**src/rtl/decoder_scan_sequencer_pkg.sv**
```systemverilog
// Shared types and constants for the decoder scan sequencer slice.
package decoder_scan_sequencer_pkg;

    localparam int unsigned SLOT_W    = 2;
    localparam int unsigned NUM_SLOTS = 4;

    typedef enum logic [1:0] {
        IDLE  = 2'd0,
        BLANK = 2'd1,
        DWELL = 2'd2
    } scan_state_t;

endpackage

```
**src/rtl/decoder_scan_sequencer_picker.sv**
```systemverilog
// Circular priority search: next set mask bit strictly after cur, wrapping 3->0.
module slot_next_picker
    import decoder_scan_sequencer_pkg::*;
(
    input  logic [SLOT_W-1:0]    cur,
    input  logic [NUM_SLOTS-1:0] mask,
    output logic [SLOT_W-1:0]    nxt,
    output logic                 wrap,
    output logic                 none
);

    logic [SLOT_W-1:0] idx;
    logic              found;

    always_comb begin
        nxt   = cur;
        wrap  = 1'b0;
        none  = (mask == '0);
        found = 1'b0;
        idx   = '0;
        // k = NUM_SLOTS lands back on cur, so a single-bit mask reselects itself as a wrap
        for (int unsigned k = 1; k <= NUM_SLOTS; k++) begin
            idx = cur + SLOT_W'(k);
            if (!found && mask[idx]) begin
                found = 1'b1;
                nxt   = idx;
                wrap  = (idx <= cur);
            end
        end
    end

endmodule

```
**src/rtl/decoder_scan_sequencer.sv**
```systemverilog
// Steps a 2-to-4 decoder address through enabled slots with a dwell per slot and
// an enable-low blanking gap before each dwell.
module decoder_scan_sequencer
    import decoder_scan_sequencer_pkg::*;
#(
    parameter int unsigned DWELL_W      = 8,
    parameter int unsigned BLANK_CYCLES = 2
) (
    input  logic               clk,
    input  logic               rst_n,
    input  logic               start,
    input  logic               stop,
    input  logic [DWELL_W-1:0] dwell,
    input  logic [3:0]         slot_mask,
    output logic               address0,
    output logic               address1,
    output logic               enable,
    output logic               busy,
    output logic               frame_done
);

    localparam int unsigned BLANK_W = (BLANK_CYCLES > 0) ? $clog2(BLANK_CYCLES + 1) : 1;
    localparam logic [BLANK_W-1:0] BLANK_LOAD =
        BLANK_W'((BLANK_CYCLES > 0) ? BLANK_CYCLES - 1 : 0);

    scan_state_t        state;
    logic [SLOT_W-1:0]  slot;
    logic [DWELL_W-1:0] dwell_q;
    logic [DWELL_W-1:0] dcnt;
    logic [DWELL_W-1:0] dwell_in;
    logic [BLANK_W-1:0] bcnt;
    logic               stop_q;
    logic               stop_pending;
    logic [SLOT_W-1:0]  pick_cur;
    logic [SLOT_W-1:0]  pick_nxt;
    logic               pick_wrap;
    logic               pick_none;

    assign dwell_in     = (dwell == '0) ? DWELL_W'(1) : dwell;
    assign stop_pending = stop_q | stop;
    // Searching from the top slot while idle yields the lowest set mask bit.
    assign pick_cur     = (state == IDLE) ? SLOT_W'(NUM_SLOTS - 1) : slot;
    assign address0     = slot[0];
    assign address1     = slot[1];

    slot_next_picker u_picker (
        .cur  (pick_cur),
        .mask (slot_mask),
        .nxt  (pick_nxt),
        .wrap (pick_wrap),
        .none (pick_none)
    );

    always_ff @(posedge clk) begin
        if (!rst_n) begin
            state      <= IDLE;
            slot       <= '0;
            dwell_q    <= '0;
            dcnt       <= '0;
            bcnt       <= '0;
            stop_q     <= 1'b0;
            enable     <= 1'b0;
            busy       <= 1'b0;
            frame_done <= 1'b0;
        end else begin
            frame_done <= 1'b0;
            case (state)
                IDLE: begin
                    stop_q <= 1'b0;
                    if (start && !stop && !pick_none) begin
                        slot    <= pick_nxt;
                        dwell_q <= dwell_in;
                        busy    <= 1'b1;
                        if (BLANK_CYCLES == 0) begin
                            state  <= DWELL;
                            enable <= 1'b1;
                            dcnt   <= dwell_in - DWELL_W'(1);
                        end else begin
                            state <= BLANK;
                            bcnt  <= BLANK_LOAD;
                        end
                    end
                end
                BLANK: begin
                    stop_q <= stop_pending;
                    if (bcnt == '0) begin
                        state  <= DWELL;
                        enable <= 1'b1;
                        dcnt   <= dwell_q - DWELL_W'(1);
                    end else begin
                        bcnt <= bcnt - BLANK_W'(1);
                    end
                end
                DWELL: begin
                    if (dcnt != '0) begin
                        dcnt   <= dcnt - DWELL_W'(1);
                        stop_q <= stop_pending;
                    end else if (stop_pending || pick_none) begin
                        state  <= IDLE;
                        enable <= 1'b0;
                        busy   <= 1'b0;
                        stop_q <= 1'b0;
                    end else begin
                        slot       <= pick_nxt;
                        frame_done <= pick_wrap;
                        if (BLANK_CYCLES == 0) begin
                            dcnt <= dwell_q - DWELL_W'(1);
                        end else begin
                            state  <= BLANK;
                            enable <= 1'b0;
                            bcnt   <= BLANK_LOAD;
                        end
                    end
                end
                default: begin
                    state  <= IDLE;
                    enable <= 1'b0;
                    busy   <= 1'b0;
                end
            endcase
        end
    end

endmodule
```
**config.mk**
```make
export PLATFORM = sky130hd
export DESIGN_NAME = decoder_scan_sequencer
export DESIGN_NICKNAME = d
export VERILOG_FILES = /design/src/rtl/decoder_scan_sequencer_pkg.sv /design/src/rtl/decoder_scan_sequencer_picker.sv /design/src/rtl/decoder_scan_sequencer.sv
export SDC_FILE = /design/constraint.sdc
export NUM_CORES = 1
export LEC_CHECK = 0
export ABC_AREA = 1
export CAP_MARGIN = 20
export CELL_PAD_IN_SITES_DETAIL_PLACEMENT = 1
export CELL_PAD_IN_SITES_GLOBAL_PLACEMENT = 2
export CORE_ASPECT_RATIO = 0.6
export CORE_MARGIN = 2
export CORE_UTILIZATION = 34
export CTS_BUF_LIST = sky130_fd_sc_hd__clkbuf_8
export CTS_CLUSTER_DIAMETER = 80
export DETAILED_ROUTE_END_ITERATION = 8
export GPL_TIMING_DRIVEN = 0
export PLACE_DENSITY_LB_ADDON = 0.1
export SKIP_CTS_REPAIR_TIMING = 1
export SYNTH_ARGS = -nofsm -noshare
export SYNTH_HDL_FRONTEND = slang
export SYNTH_SLANG_ARGS = --single-unit
```
**constraint.sdc**
```tcl
create_clock -name clk -period 5.82 [get_ports clk]
set_clock_uncertainty 0.15 [all_clocks]
set_input_delay 0.582 -clock clk [delete_from_list [all_inputs] [get_ports clk]]
set_output_delay 0.582 -clock clk [all_outputs]
set_load 0.02 [all_outputs]
```
Yosys cells after proc, flatten, opt, wreduce, memory -nomap -nowiden
Index checks and enable logic that the tools add are counted.
Operators by class
  reduce and logical (&&, ||, !) cells: 28
  bitwise operators: 5
  $lt $le $gt $ge: 8
  mux-type cells: 46
  eq/ne operators: 10
  add/subtract/negate cells: 6
Operators by type and width (number)
  2-bit 2-to-1 mux: 14
  8-bit 2-to-1 mux: 3
  1-bit 2-to-1 mux: 18
  8-bit one-hot mux with 2 select lines: 1
  8-bit by 1-bit subtractor with 8-bit output, second input constant: 2
  2-bit by 3-bit < comparator with 1-bit output, second input constant: 4
  2-bit != test, second input constant: 6
  2-bit one-hot mux with 3 select lines: 2
  1-bit one-hot mux with 3 select lines: 3
  3-bit AND reduction: 3
  1-bit binary-select mux with 2-bit select: 4
  2-bit <= comparator: 4
  8-bit logical NOT: 1
  4-bit AND reduction: 2
  8-bit nonzero test: 1
  1-bit logical AND: 5
  1-bit logical NOT: 5
  5-bit AND reduction: 1
  2-bit adder, second input constant: 2
  2-bit logical NOT: 2
  4-bit logical NOT: 1
  1-bit inverter: 4
  2-bit one-hot mux with 2 select lines: 1
  2-bit AND reduction: 2
  11 further kinds: 12
Storage, ports and cells
  register bits after elaboration: 26
  input bits: 16
  logic and storage cells: 112

Logic depth before layout (Yosys ltp)
Gate-level depths: netlist of run 1.
  depth in word-level cells: 18
  gate-level depth with buffers: 14
  depth with buffers taken out: 13

Hierarchy
A second synthesis of run 1 with hierarchy kept.
Second synthesis, totals
  cell total of the unflattened synthesis: 332
  area total of the unflattened synthesis: 2016.9 µm²
By module, submodules not included
  decoder_scan_sequencer: instances 1, seq. area each 520.5 µm², cells an instance 263, area an instance 1665.3 µm²
  slot_next_picker: instances 1, seq. area each 0.0 µm², cells an instance 69, area an instance 351.6 µm²

Least setup slack after synthesis of run 1
No wires, ideal clock.
  path type: register to register
  from: reg state[0]
  to: reg slot[1]
  period minus slack after synthesis: 1.871 ns
  stages on the path, launching flop included: 13
  path slack: 3.949 ns
  path buffers: 1
  data required time: 5.548 ns
  data arrival time: 1.599 ns
  path through: dfxtp_1 inv_1 ha_1 buf_6 nor2_4 inv_2 ha_1 inv_1 nand2_1 nand2_1 nand2_1 nand3_1 a21oi_2
Between the ends
  word-level cells in the longest chain between the ends: 18
  elaborated cells on any way between the ends: 36
  those cells by class: add/sub (3); eq/ne (4); mux (20); reduce/logical (9)
RTL lines
  from (decl): RTL line decoder_scan_sequencer.sv:26  | scan_state_t state;
  from (signal assigned): RTL line decoder_scan_sequencer.sv:56  | state <= IDLE;
  from (signal assigned): RTL line decoder_scan_sequencer.sv:75  | state <= DWELL;
  from (signal assigned): RTL line decoder_scan_sequencer.sv:79  | state <= BLANK;
  2-bit logical NOT: RTL line decoder_scan_sequencer.sv:42, decoder_scan_sequencer.sv:67
  2-bit 2-to-1 mux: RTL line decoder_scan_sequencer.sv:42  | assign pick_cur = (state == IDLE) ? SLOT_W'(NUM_SLOTS - 1) : slot;
  2-bit by 1-bit adder with 2-bit output: RTL line decoder_scan_sequencer_picker.sv:23  | idx = cur + SLOT_W'(k);
  1-bit binary-select mux with 2-bit select: RTL line decoder_scan_sequencer_picker.sv:24  | if (!found && mask[idx]) begin
  1-bit 2-to-1 mux (not written as such): RTL line decoder_scan_sequencer_picker.sv:24
  1-bit 2-to-1 mux: RTL line decoder_scan_sequencer_picker.sv:24
  1-bit logical NOT: RTL line decoder_scan_sequencer_picker.sv:24
  1-bit logical AND: RTL line decoder_scan_sequencer_picker.sv:24
  [... 2 more ...]
  1-bit logical AND: RTL line decoder_scan_sequencer_picker.sv:24
  1-bit 2-to-1 mux: RTL line decoder_scan_sequencer_picker.sv:24
  1-bit logical NOT: RTL line decoder_scan_sequencer_picker.sv:24
  1-bit logical AND: RTL line decoder_scan_sequencer_picker.sv:24
  2-bit 2-to-1 mux: RTL line decoder_scan_sequencer_picker.sv:24
  2-bit 2-to-1 mux: RTL line decoder_scan_sequencer.sv:98  | end else if (stop_pending || pick_none) begin
  2-bit 2-to-1 mux: RTL line decoder_scan_sequencer.sv:95  | if (dcnt != '0) begin
  2-bit one-hot mux with 2 select lines: RTL line decoder_scan_sequencer.sv:67  | case (state)
  to (signal assigned): RTL line decoder_scan_sequencer.sv:71  | slot <= pick_nxt;
  to (signal assigned): RTL line decoder_scan_sequencer.sv:104  | slot <= pick_nxt;
  to (decl): RTL line decoder_scan_sequencer.sv:27  | logic [SLOT_W-1:0] slot;
Several ways; a longest one is shown, not always the timed one. The select of a mux whose other input is x is not followed.
A chain may end at the register's enable or synchronous reset.

Worst setup path in the final report of run 1
  from: in slot_mask[1]
  to: reg dwell_q[3]
Between the ends
  word-level cells in the longest chain between the ends: 4
RTL lines
  from (decl): RTL line decoder_scan_sequencer.sv:14  | input logic [3:0] slot_mask,
  4-bit logical NOT: RTL line decoder_scan_sequencer_picker.sv:18  | none = (mask == '0);
  1-bit logical NOT: RTL line decoder_scan_sequencer.sv:70  | if (start && !stop && !pick_none) begin
  1-bit logical AND: RTL line decoder_scan_sequencer.sv:70
  2-bit AND reduction (no line)
  to (signal assigned): RTL line decoder_scan_sequencer.sv:72  | dwell_q <= dwell_in;
  to (decl): RTL line decoder_scan_sequencer.sv:28  | logic [DWELL_W-1:0] dwell_q;
No other way between the ends.

==> metrics.json, run 1 <==
{
  "run_status": {"value": "finished, final reports clean"},
  "boundaryPins": {"value": 21},
  "die_area": {"value": 5924, "unit": "um2"},
  "htree_num_levels": {"value": 1},
  "synth_area_per_cell": {"value": 6.490, "unit": "um2"},
  "critical_path.startpoint_type": {"value": "primary input"},
  "numCtsBuffers": {"value": 3},
  "peakVddDrop": {"value": 0.0001576, "unit": "V"},
  "clkTransAtPathRegs": {"value": 100, "unit": "ps"},
  "chipWidth": {"value": 98.05, "unit": "um"},
  "ff2ff_setup_slack": {"value": 3660, "unit": "ps"},
  "crit_path_max_fanout": {"value": 10},
  "globalplace.congestion": {"value": 0.7779},
  "area_growth_syn_to_layout": {"value": 19.63, "unit": "%"},
  "netSwitchingFraction": {"value": 49.07, "unit": "%"},
  "report.power.total": {"value": 1.122, "unit": "mW"},
  "grt_setup_unrepaired": {"value": "no"},
  "placement_rows": {"value": 20},
  "worst-setup-path-type": {"value": "in2reg"},
  "worst_hold_path_type": {"value": "reg2reg"},
  "layout.cells.most_common_list": {"value": "nand2_1 (65), nor2_1 (36), inv_1 (29), o21ai_0 (26), dfxtp_1 (26)"},
  "endpoint": {"value": "dwell_q[3]$_SDFFE_PN0P_"},
  "cts_root_buffer_type": {"value": "clkbuf_8"},
  "drtIter0Drc": {"value": 49},
  "effective_utilization_at_floorplan": {"value": 35.52, "unit": "%"},
  "worstReg2RegStart": {"value": "state[0]$_SDFFE_PN0P_"},
  "detail_route.wl_per_cell": {"value": 13.57, "unit": "um"},
  "layout-drive-gt1-share": {"value": 11.26, "unit": "%"},
  "yosys-top-cells-area": {"value": "dfxtp_1 (29%), nand2_1 (14%), nor2_1 (7.5%), o21ai_0 (7.2%), ha_1 (6.2%)"},
  "setup_total_negative_slack": {"value": 0, "unit": "ps"},
  "number_of_max_slew_violations_in_the_final_report": {"value": 0},
  "grt_max_degree": {"value": 16},
  "grt_pass1_vias": {"value": 1601},
  "switchingPower": {"value": 550.5, "unit": "uW"},
  "wl": {"value": 4995, "unit": "um"},
  "worst_setup_path_startpoint": {"value": "slot_mask[1]"},
  "mappedNetlistNets": {"value": 303},
  "synth_largest_area_cell": {"value": "dfxtp_1"},
  "number_of_i_o_port_buffers": {"value": 20},
  "power_frac_seq": {"value": 25.3, "unit": "%"},
  "clock_latency": {"value": 270, "unit": "ps"},
  "min_hold_slack": {"value": 319.6, "unit": "ps"},
  "dr.pass1.iters": {"value": 4},
  "number_of_failing_setup_endpoints_in_the_final_timing_report": {"value": 0},
  "yosys_warnings": {"value": 0},
  "dr_total_vias": {"value": 1778},
  "final_core_utilization": {"value": 42.49, "unit": "%"},
  "finalNetCount": {"value": 328},
  "syn-instance-count": {"value": 278},
  "final_hold_viol_count": {"value": 0},
  "layout.cells.most_common": {"value": "nand2_1"},
  "sequential_share_of_the_synthesized_area": {"value": 28.85, "unit": "%"},
  "final.min_clock_period": {"value": 2202, "unit": "ps"},
  "drc": {"value": 0},
  "placeableCoreArea": {"value": 5080, "unit": "um2"},
  "final_antenna_net_count": {"value": 0},
  "cellPowerDensity": {"value": 519.8, "unit": "nW/um2"},
  "pwr-share-comb": {"value": 61.0, "unit": "%"},
  "worst-slew-pin-transition": {"value": 532.9, "unit": "ps"},
  "worstSetupEndpointType": {"value": "flop"},
  "global_route.usage.total": {"value": 18.23, "unit": "%"},
  "clock_tree_from_tritoncts": {"value": "yes"},
  "die_height": {"value": 60.43, "unit": "um"},
  "static_leakage": {"value": 0.9617, "unit": "nW"},
  "maxSlewHeadroom": {"value": 64.48, "unit": "%"},
  "diodes": {"value": 0},
  "cts.path.max_buffers": {"value": 2},
  "min_period_over_period": {"value": 37.84, "unit": "%"},
  "fmaxAchievable": {"value": 0.4541, "unit": "GHz"},
  "power.share.clock": {"value": 13.7, "unit": "%"},
  "vias_per_cell": {"value": 4.832},
  "synthDominantCellAreaShare": {"value": 28.85, "unit": "%"},
  "synth.cell_area": {"value": 1804, "unit": "um2"},
  "drv.max_cap_violation_count": {"value": 0},
  "cts.sink_count": {"value": 26},
  "worst_ep_arrival_time": {"value": 2220, "unit": "ps"},
  "internal-power": {"value": 571.5, "unit": "uW"},
  "register_bit_count_reported_by_yosys": {"value": 26},
  "worst-endpoint-required": {"value": 5840, "unit": "ps"},
  "dp_hpwl": {"value": 4160, "unit": "um"},
  "first_pass_grt_wire_length": {"value": 8404, "unit": "um"},
  "r2r.worst_path.cells": {"value": 12},
  "grt.overflow.total": {"value": 0},
  "yosysUniqueCellTypes": {"value": 30},
  "regToRegEndpoint": {"value": "slot[0]$_SDFFE_PN0P_"},
  "initial_antenna_violation_count": {"value": 0}
}
metal layers:
layer / wire length [um] / global-route usage (%)
met1: 3092 / 30.75
met4: 25 / 2.976
met5: 0 / 0
met2: 1711 / 22.99
met3: 166 / 3.571
sequential cells by signal (all words and copies together), names as in the netlist:
signal and cells:
bcnt 2, busy 1, dcnt 8, dwell_q 8
enable 1, frame_done 1, slot 2, state 2
stop_q 1
Yosys cell counts:
cell type	instances
nand2_1	65
nor2_1	36
inv_1	29
dfxtp_1	26
o21ai_0	26
a21oi_1	19
nand3_1	15
ha_1	9
nand2_2	6
nand4_1	5
xor2_1	4
buf_4	3
inv_2	3
nand3_2	3
nor2_2	3
nor2_4	3
nor3_1	3
o21ai_1	3
clkbuf_1	2
mux2i_1	2
nand2_4	2
nor4_1	2
o21ai_2	2
a21oi_2	1
buf_2	1
buf_6	1
inv_4	1
o21a_1	1
o21bai_1	1
or2_2	1
kinds of logic after synthesis:
| group | after synthesis | synth area share (%) |
|---|---|---|
| DFF | 26 | 28.85 |
| muxes | 2 | 1.110 |
| adders and majority gates | 9 | 6.241 |
| xor gates and xnor gates | 4 | 1.942 |
| and+or+nand+nor | 144 | 36.68 |
| buffers and inverters | 40 | 9.570 |
| AOI/OAI and AO/OA | 53 | 15.60 |
power groups by stage:
stage / clock network, mW / registers [mW] / logic [mW]
4_1_cts: 0.160 / 0.284 / 0.691
6_report: 0.153 / 0.284 / 0.685
3_5_place_dp: 0 / 0.288 / 0.689
3_3_place_gp: 0 / 0.287 / 0.676
5_1_grt: 0.166 / 0.293 / 0.788
2_1_floorplan: 0 / 0.281 / 0.515
layout make-up:
cell class	instances	area, um2
Inverter	33	126.4
Buffer	7	46.29
Timing Repair Buffer	20	200.2
Clock inverter	1	30.03
Sequential cell	26	520.5
Multi-Input combinational cell	212	1111
Fill cell	687	2922
Tap cell	66	82.58
Clock buffer	3	41.29
stage by stage:
step	std cells	instance area, um2	setup slack, ps
final	368	2158	3618
after global routing	368	2158	3355
after CTS	368	2158	3576
after detailed placement	364	2087	3273
after global placement	364	2087	3332
after floorplan	278	1804	3949
worst max-delay path: stages:
cell             delay, ps
clkdlybuf4s50_1        540
nor2_1                  80
nand3_1                120
nand2_1                 80
nor2_1                 320
inv_1                  100
buf_2                  190
o21ai_0                160
a21oi_1                 50
worst min path at each step:
stage	startpoint	to	slack [ps]	cells after the start
2_1_floorplan	dwell_q[2]$_SDFFE_PN0P_	dwell_q[2]$_SDFFE_PN0P_	270	2
4_1_cts	busy$_SDFFE_PN0P_	busy$_SDFFE_PN0P_	320	2
3_3_place_gp	busy$_SDFFE_PN0P_	busy$_SDFFE_PN0P_	300	2
6_report	busy$_SDFFE_PN0P_	busy$_SDFFE_PN0P_	320	2
5_1_grt	busy$_SDFFE_PN0P_	busy$_SDFFE_PN0P_	340	2
3_5_place_dp	busy$_SDFFE_PN0P_	busy$_SDFFE_PN0P_	300	2
Power figures use the tool's default switching activity.
==> inputs of run 2 (changes only) <==
--- a/config.mk
+++ b/config.mk
@@ -11,7 +11,7 @@
 export CELL_PAD_IN_SITES_GLOBAL_PLACEMENT = 2
 export CORE_ASPECT_RATIO = 0.6
 export CORE_MARGIN = 2
-export CORE_UTILIZATION = 34
+export CORE_UTILIZATION = 28
 export CTS_BUF_LIST = sky130_fd_sc_hd__clkbuf_8
 export CTS_CLUSTER_DIAMETER = 80
 export DETAILED_ROUTE_END_ITERATION = 8
==> constraint.sdc (replaced) <==
create_clock -name clk -period 1.8 [get_ports clk]
set_clock_uncertainty 0.15 [all_clocks]
set_input_delay 0.18 -clock clk [delete_from_list [all_inputs] [get_ports clk]]
set_output_delay 0.18 -clock clk [all_outputs]
set_load 0.02 [all_outputs]
==> metrics.json, run 2 (synthesis results as in run 1) <==
{
  "number_of_i_o_port_buffers": {"value": 20, "change": "unchanged"},
  "min_period_over_period": {"value": 108.4, "unit": "%"},
  "numCtsBuffers": {"value": 3, "change": "unchanged"},
  "internal-power": {"value": 2.263, "unit": "mW", "change": "+300%"},
  "power_frac_seq": {"value": 20.9, "unit": "%", "change": "-4.4 points"},
  "placement_rows": {"value": 22, "change": "+10%"},
  "power.share.clock": {"value": 8.6, "unit": "%", "change": "-5.1 points"},
  "first_pass_grt_wire_length": {"value": 8880, "unit": "um", "change": "+5.7%"},
  "grt_max_degree": {"value": 15, "change": "-1"},
  "clock_latency": {"value": 280, "unit": "ps", "change": "about the same"},
  "grt_setup_unrepaired": {"value": "yes"},
  "dr.pass1.iters": {"value": 4, "change": "unchanged"},
  "initial_antenna_violation_count": {"value": 0, "change": "unchanged"},
  "critical_path.startpoint_type": {"value": "flop"},
  "largest_registers": {"value": "dcnt: 8 flops, dwell_q: 8 flops"},
  "worst_ep_arrival_time": {"value": 2020, "unit": "ps", "change": "-200 ps"},
  "worst-slew-pin-transition": {"value": 467.5, "unit": "ps", "change": "-65.35 ps"},
  "netSwitchingFraction": {"value": 49.95, "unit": "%", "change": "+0.89 points"},
  "maxSlewHeadroom": {"value": 68.83, "unit": "%", "change": "+4.4 points"},
  "worstSetupEndpointType": {"value": "flop"},
  "cts.path.max_buffers": {"value": 2, "change": "unchanged"},
  "layout.cells.most_common_list": {"value": "nand2_1 (52), nor2_1 (31), inv_1 (26), dfxtp_1 (23), o21ai_0 (21)"},
  "number_of_max_slew_violations_in_the_final_report": {"value": 0, "change": "unchanged"},
  "static_leakage": {"value": 1.108, "unit": "nW", "change": "+15%"},
  "grt.overflow.total": {"value": 0, "change": "unchanged"},
  "fillers": {"value": 816, "change": "+19%"},
  "setup_slack": {"value": -151.0, "unit": "ps", "change": "-3769 ps"},
  "cts_root_buffer_type": {"value": "clkbuf_8"},
  "area_growth_syn_to_layout": {"value": 42.09, "unit": "%"},
  "die_area": {"value": 7123, "unit": "um2", "change": "+20%"},
  "clkTransAtPathRegs": {"value": 100, "unit": "ps", "change": "about the same"},
  "wl": {"value": 5763, "unit": "um", "change": "+15%"},
  "fmaxAchievable": {"value": 0.5126, "unit": "GHz"},
  "multiInputGateArea": {"value": 1321, "unit": "um2", "change": "+19%"},
  "drc": {"value": 0, "change": "unchanged"},
  "sequential_cell_area": {"value": 529.3, "unit": "um2", "change": "+1.7%"},
  "final_core_utilization": {"value": 41.58, "unit": "%", "change": "-0.91 points"},
  "pwr-share-comb": {"value": 70.5, "unit": "%", "change": "+9.5 points"},
  "clock_tree_from_tritoncts": {"value": "yes"},
  "final.min_clock_period": {"value": 1951, "unit": "ps"},
  "htree_num_levels": {"value": 1, "change": "unchanged"},
  "globalplace.congestion": {"value": 0.7790, "change": "+0.14%"},
  "run_status": {"value": "finished, violations left"},
  "cts.sink_count": {"value": 26, "change": "unchanged"},
  "diodes": {"value": 0, "change": "unchanged"},
  "grt_pass1_vias": {"value": 1736, "change": "+8.4%"},
  "die_height": {"value": 66.18, "unit": "um", "change": "+9.5%"},
  "placeableCoreArea": {"value": 6166, "unit": "um2", "change": "+21%"},
  "effective_utilization_at_floorplan": {"value": 29.26, "unit": "%", "change": "-6.3 points"},
  "drtIter0Drc": {"value": 51, "change": "+4.1%"},
  "peakVddDrop": {"value": 0.0005649, "unit": "V", "change": "+260%"},
  "drv.max_cap_violation_count": {"value": 0, "change": "unchanged"},
  "min_hold_slack": {"value": 299.7, "unit": "ps", "change": "-19.96 ps"},
  "detail_route.wl_per_cell": {"value": 14.26, "unit": "um", "change": "+5.1%"},
  "cellPowerDensity": {"value": 1763, "unit": "nW/um2", "change": "+240%"},
  "final_hold_viol_count": {"value": 0, "change": "unchanged"},
  "global_route.usage.total": {"value": 16.20, "unit": "%", "change": "-2.0 points"},
  "chipWidth": {"value": 107.6, "unit": "um", "change": "+9.8%"},
  "finalNetCount": {"value": 346, "change": "+5.5%"},
  "worst-setup-path-type": {"value": "reg2reg"},
  "worst-endpoint-required": {"value": 1870, "unit": "ps", "change": "-3970 ps"},
  "setup_total_negative_slack": {"value": -583.8, "unit": "ps", "change": "-583.8 ps"},
  "worst_hold_path_type": {"value": "reg2reg"},
  "boundaryPins": {"value": 21, "change": "unchanged"},
  "violations": {"value": "negative setup slack"},
  "switchingPower": {"value": 2.258, "unit": "mW", "change": "+310%"},
  "final_antenna_net_count": {"value": 0, "change": "unchanged"},
  "dr_total_vias": {"value": 1893, "change": "+6.5%"},
  "crit_path_max_fanout": {"value": 8, "change": "-2"},
  "vias_per_cell": {"value": 4.686, "change": "-3.0%"},
  "layout.cells.most_common": {"value": "nand2_1"},
  "dp_hpwl": {"value": 4274, "unit": "um", "change": "+2.7%"},
  "number_of_failing_setup_endpoints_in_the_final_timing_report": {"value": 10, "change": "+10"},
  "layout-drive-gt1-share": {"value": 27.50, "unit": "%", "change": "+16 points"}
}
-- run 2: cell count changes in the layout (fill, tap and decap cells not counted), moves of 4 or more --
cell / previous run / this run
nor2_4: 3 / 7
buf_4: 3 / 17
nand2_1: 65 / 52
nand2_4: 2 / 7
nor2_1: 36 / 31
ha_1: 9 / 5
nand2_2: 6 / 14
o21ai_0: 26 / 21
-- run 2: area by class of cell --
class,count,share of cell area [%]
multi-input cells,213,51.54
flip-flops and latches,26,20.64
repair buffers,38,13.71
inverters,33,5.710
well taps,84,4.100
clock buffers,4,2.147
plain buffers,6,2.147
-- run 2: path summary, 6_finish.rpt --
kind / start / endpoint / slack [ps] / cells after the start
worst max-delay path: state[1]$_SDFFE_PN0P_ / slot[1]$_SDFFE_PN0P_ / -150 / 12
worst min register to register: busy$_SDFFE_PN0P_ / busy$_SDFFE_PN0P_ / 300 / 2
worst min-delay path: busy$_SDFFE_PN0P_ / busy$_SDFFE_PN0P_ / 300 / 2
worst max register to register: state[1]$_SDFFE_PN0P_ / slot[1]$_SDFFE_PN0P_ / -150 / 12
-- run 2: critical path: stages (launching register included) --
cell	delay, ps
dfxtp_4	410
inv_4	50
ha_4	210
nor2_4	170
buf_4	140
nand2_1	70
nand3_2	120
nand2_4	70
nor2_4	170
nand2_1	90
nand2_2	70
nand3_2	70
a21oi_2	100
-- run 2: metrics by stage --
| step | cells | setup slack (ps) | total power, mW | instance area [um2] |
|---|---|---|---|---|
| finish | 404 | -151.0 | 4.521 | 2564 |
| global route | 404 | -263.4 | 4.958 | 2564 |
| CTS | 386 | -434.9 | 3.654 | 2188 |
| detailed placement | 382 | -415.5 | 3.244 | 2133 |
| global placement | 382 | -398.2 | 3.234 | 2133 |
| floorplan | 278 | 9.405 | 2.617 | 1828 |
-- run 2: power by group through the flow --
stage / Clock (mW) / Sequential (mW) / Combinational (mW)
final: 0.389 / 0.943 / 3.19
after global routing: 0.428 / 0.969 / 3.56
after detailed placement: 0 / 0.925 / 2.32
after global placement: 0 / 0.923 / 2.31
after floorplan: 0 / 0.917 / 1.70
after CTS: 0.411 / 0.914 / 2.33
-- run 2: routing by layer --
layer	part of all wire [%]	track usage, %	vias to the layer above
li1	-	-	991
met1	57	26.57	868
met2	39	21.38	28
met3	3.4	2.956	6
met4	0.95	2.404	0
met5	0	0	-
==> inputs of run 3 (changes only) <==
--- a/config.mk
+++ b/config.mk
@@ -18,6 +18,7 @@
 export GPL_TIMING_DRIVEN = 0
 export PLACE_DENSITY_LB_ADDON = 0.1
 export SKIP_CTS_REPAIR_TIMING = 1
+export SLEW_MARGIN = 20
 export SYNTH_ARGS = -nofsm -noshare
 export SYNTH_HDL_FRONTEND = slang
 export SYNTH_SLANG_ARGS = --single-unit
==> results of run 3 <==
The final DEF is identical to that of run 2; final timing and power are the same.
